--- config.mk ---
export PLATFORM = sky130hd
export DESIGN_NAME = cia_interrupt_flat
export DESIGN_NICKNAME = d
export VERILOG_FILES = /design/src/rtl/cia_interrupt_if.sv /design/src/rtl/cia_interrupt.sv /design/src/flat_wrapper.sv
export SDC_FILE = /design/constraint.sdc
export NUM_CORES = 1
export LEC_CHECK = 0
export ABC_AREA = 1
export CAP_MARGIN = 20
export CORE_UTILIZATION = 40
export CTS_CLUSTER_SIZE = 25
export DETAILED_ROUTE_END_ITERATION = 8
export GPL_TIMING_DRIVEN = 0
export PLACE_DENSITY = 0.72
export SETUP_SLACK_MARGIN = 0.3
export SYNTH_ARGS = -nofsm -noshare
export SYNTH_HDL_FRONTEND = slang
export SYNTH_SLANG_ARGS = --single-unit
export TNS_END_PERCENT = 20
--- constraint.sdc ---
create_clock -name clk -period 2 [get_ports clk]
set_input_delay 0.3 -clock clk [delete_from_list [all_inputs] [get_ports clk]]
set_output_delay 0.3 -clock clk [all_outputs]
set_load 0.01 [all_outputs]
--- src/rtl/cia_interrupt_if.sv ---
// rtl/cia_interrupt_if.sv - CPU-side ICR register access bundle for cia_interrupt
interface cia_interrupt_if;
    logic       phi2_dn;
    logic       icr_w;
    logic       icr_r;
    logic [7:0] data;
    logic [7:0] icr_data;

    modport master (
        output phi2_dn,
        output icr_w,
        output icr_r,
        output data,
        input  icr_data
    );

    modport slave (
        input  phi2_dn,
        input  icr_w,
        input  icr_r,
        input  data,
        output icr_data
    );
endinterface

--- src/rtl/cia_interrupt.sv ---
// rtl/cia_interrupt.sv - CIA interrupt control register: flag latch, mask, IRQ with 6526/8521 timing
module cia_interrupt #(
    parameter bit NEW_CIA = 1'b0
) (
    input  logic             clk,
    input  logic             res,
    cia_interrupt_if.slave   bus,
    input  logic             ta_intr,
    input  logic             tb_intr,
    input  logic             tod_intr,
    input  logic             sp_intr,
    input  logic             flag_n,
    output logic             irq_n
);
    logic [4:0] flags;
    logic [4:0] mask;
    logic       irq_pend;
    logic       flag_prev;

    logic [4:0] sources;
    logic [4:0] flags_next;
    logic [4:0] mask_next;
    logic       hit;
    logic       irq_pend_next;
    logic       data_unused;

    // data[6:5] carry no meaning in the ICR write
    assign data_unused = ^bus.data[6:5];

    always_comb begin
        sources    = {flag_prev & ~flag_n, sp_intr, tod_intr, tb_intr, ta_intr};
        flags_next = (bus.icr_r ? 5'b0 : flags) | sources;
        mask_next  = mask;
        if (bus.icr_w) begin
            if (bus.data[7]) begin
                mask_next = mask | bus.data[4:0];
            end else begin
                mask_next = mask & ~bus.data[4:0];
            end
        end
        hit           = |(flags_next & mask_next);
        // pending is sticky: masking alone never releases it, only a read does
        irq_pend_next = (irq_pend & ~bus.icr_r) | hit;
    end

    always_ff @(posedge clk) begin
        if (res) begin
            flags     <= 5'b0;
            mask      <= 5'b0;
            irq_pend  <= 1'b0;
            irq_n     <= 1'b1;
            flag_prev <= 1'b1;
        end else if (bus.phi2_dn) begin
            flags     <= flags_next;
            mask      <= mask_next;
            irq_pend  <= irq_pend_next;
            flag_prev <= flag_n;
            if (NEW_CIA) begin
                irq_n <= ~irq_pend_next;
            end else begin
                irq_n <= bus.icr_r | ~irq_pend;
            end
        end
    end

    assign bus.icr_data = {~irq_n, 2'b00, flags};
endmodule
--- src/flat_wrapper.sv ---
// flat-port wrapper written by rule: the top's interface ports become plain ports
module cia_interrupt_flat 
#(
    parameter bit NEW_CIA = 1'b0
)
  (clk, res, ta_intr, tb_intr, tod_intr, sp_intr, flag_n, irq_n, bus_phi2_dn, bus_icr_w, bus_icr_r, bus_data, bus_icr_data);
  cia_interrupt_if bus_i ();
  input  logic clk;
  input  logic res;
  input  logic ta_intr;
  input  logic tb_intr;
  input  logic tod_intr;
  input  logic sp_intr;
  input  logic flag_n;
  output logic irq_n;
  input wire logic [$bits(bus_i.phi2_dn)-1:0] bus_phi2_dn;
  input wire logic [$bits(bus_i.icr_w)-1:0] bus_icr_w;
  input wire logic [$bits(bus_i.icr_r)-1:0] bus_icr_r;
  input wire logic [$bits(bus_i.data)-1:0] bus_data;
  output wire logic [$bits(bus_i.icr_data)-1:0] bus_icr_data;
  assign bus_i.phi2_dn = bus_phi2_dn;
  assign bus_i.icr_w = bus_icr_w;
  assign bus_i.icr_r = bus_icr_r;
  assign bus_i.data = bus_data;
  assign bus_icr_data = bus_i.icr_data;
  cia_interrupt #(.NEW_CIA(NEW_CIA)) u_core (.clk(clk), .res(res), .bus(bus_i), .ta_intr(ta_intr), .tb_intr(tb_intr), .tod_intr(tod_intr), .sp_intr(sp_intr), .flag_n(flag_n), .irq_n(irq_n));
endmodule
==> impl_metrics.json <==
{
  "hold_violations": 0,
  "clockRootBuffer": "clkbuf_4",
  "synth_cell_type_count": 17,
  "fin_ws_ns": 0.528,
  "h-tree-depth": 1,
  "ctsResizeCount": 0,
  "required_ns": 1.70,
  "fin_cells": 143,
  "vias_per_cell": 4.87,
  "die_w_um": 43.5,
  "ir_drop_v": 0.000355,
  "io_buffers": 20,
  "insertion_delay_ns": 0.27,
  "cts.clk_slew.worst_paths_ns": 0.08,
  "ioPinCount": 27,
  "power_density_nw_per_um2": 625,
  "clock_sinks": 13,
  "cts_tree": "yes",
  "status": "complete, but fails checks",
  "synthesis.area_sq_um": 689,
  "areaGrowthSynthToFinish_pct": 36.3,
  "leakagePower_nw": 0.471,
  "critPathLaunchType": "flip-flop",
  "finalCritPeriodShare_pct": 73.6,
  "place_ws_ns": 0.529,
  "grt_pass1_vias": 590,
  "first_pass_iters": 5,
  "hold_start": "res",
  "drtIter0Drc": 12,
  "fmax_mhz": 679,
  "syn_inst": 102,
  "num-nets-final": 146,
  "grt_max_degree": 11,
  "post_cts_buffers": 0,
  "power_mw": 0.588,
  "dieArea_sq_um": 1890,
  "row_count": 14,
  "final_layout_size_suffix_gt1_share_pct": 9.45,
  "cap_violations": 0,
  "core_sq_um": 1560,
  "dpl.cell_count": 139,
  "dp_hpwl_um": 1090,
  "cp-startpoint": "u_core.irq_n$_SDFFE_PP1P_",
  "ys_seq_area_share_pct": 37.7,
  "diodes": 0,
  "yosysWarnings": 0,
  "critPathMaxFanout": 2,
  "violations": "DRC",
  "period_needed_ns": 1.47,
  "die_y_um": 43.5,
  "avgSynthCellArea_sq_um": 6.76,
  "drv_slew": 0,
  "vias": 696,
  "fin_util_pct": 60.3,
  "postRouteAntennaNets": 0,
  "globalplace.congestion": 0.755,
  "worst_setup_path_end_kind": "output port",
  "skew_ns": 0.00348,
  "r2r-start": "u_core.flags[1]$_SDFFE_PP0P_",
  "final-setup-viol-count": 0,
  "num-fill-cells": 154,
  "start_util_pct": 44.2,
  "rsz0062_at_grt": "false",
  "ys_ff_latch": 13,
  "arrival_ns": 1.17,
  "worstSetupPathType": "reg2out",
  "grt_overflow": 0,
  "antenna_found_initial": 0,
  "tns_ns": 0,
  "drc": 2,
  "cts_buffers": 3,
  "holdBufCountCts": 0,
  "routedWlPerCell_um": 9.97,
  "hold_path_class": "in2reg",
  "wirelength_um": 1430,
  "track_usage_pct": 16.6,
  "grt_first_pass_wirelength_um": 2310,
  "clock_path_buffers": 2
}
-- registers in the layout, summed over array words and instances, names as in the netlist --
signal	count
u_core.flag_prev	1
u_core.irq_n	1
u_core.flags	5
u_core.irq_pend	1
u_core.mask	5
-- kinds of logic (layout without fill, tap and decap cells) --
group / after synthesis / after routing / synth area share [%]
simple gates: 42 / 42 / 26.3
buf+inv: 26 / 50 / 17.2
compound gates: 20 / 20 / 18.1
flops: 13 / 13 / 37.7
other cells: 1 / 2 / 0.544
-- path summary, 6_finish.rpt --
check | endpoint | slack (ns) | cells after the start
max | bus_icr_data[7] | 0.53 | 2
min | u_core.mask[0]$_SDFFE_PP0P_ | 0.34 | 2
max reg2reg | u_core.irq_pend$_SDFFE_PP0P_ | 1.11 | 6
min reg2reg | u_core.mask[3]$_SDFFE_PP0P_ | 0.47 | 2
-- placed cells by master (no fill, tap or decap), drive strengths merged --
| cell type | netlist | final |
|---|---|---|
| nor2 | 8 | 8 |
| o21ai | 6 | 6 |
| nand3 | 13 | 13 |
| buf | 6 | 6 |
| o211ai | 3 | 3 |
| dfxtp | 13 | 13 |
| inv | 20 | 20 |
| a211oi | 4 | 4 |
| o21bai | 1 | 1 |
| clkdlybuf4s50 | 0 | 20 |
| a21oi | 6 | 6 |
| clkbuf | 0 | 4 |
| nand2 | 21 | 21 |
| conb | 1 | 2 |
-- routing by layer --
layer  track usage (%)  up-vias  wire (um)
li1                  -      371          -
met1              21.1      301        682
met3              2.50        5         59
met2              26.7       19        652
met5                 0        -          0
met4              9.38        0         32
-- synth_stat cells --
cell,number,area share [%]
nor2_1,8,4.4
inv_1,20,11
a211oi_1,3,3.3
o21ai_0,6,4.4
conb_1,1,0.54
dfxtp_1,13,38
a21oi_1,6,4.4
nand2_1,20,11
nand2_2,1,0.91
nand3_2,1,1.5
o21bai_1,1,1.1
buf_4,3,3.3
buf_2,2,1.5
nand3_1,12,8.7
o211ai_1,3,3.3
a211oi_2,1,1.8
buf_6,1,1.6
-- where the power goes --
part / switching [mW] / internal, mW
sequential: 0.00891 / 0.279
combinational: 0.0682 / 0.0738
clock: 0.0808 / 0.0772
-- per-stage QoR --
step / area (sq um) / hold WS, ns
after floorplan: 693 / 0.441
after global routing: 940 / 0.355
after detailed placement: 913 / 0.456
after global placement: 913 / 0.451
after CTS: 940 / 0.345
final: 940 / 0.337
-- cell type report --
cell class	count	area, sq um	area share (%)
repair buffers	20	200	21.3
multi-input cells	64	314	33.4
clock buffers	4	26.3	2.80
well taps	16	20.0	2.13
plain buffers	6	43.8	4.66
inverters	20	75.1	7.99
flip-flops and latches	13	260	27.7
-- critical path, cell delays in order, from the launching register on --
cell,delay [ns]
dfxtp_1,0.32
inv_1,0.06
clkdlybuf4s50_1,0.53
Note: power is estimated with default switching activity, not from simulation.
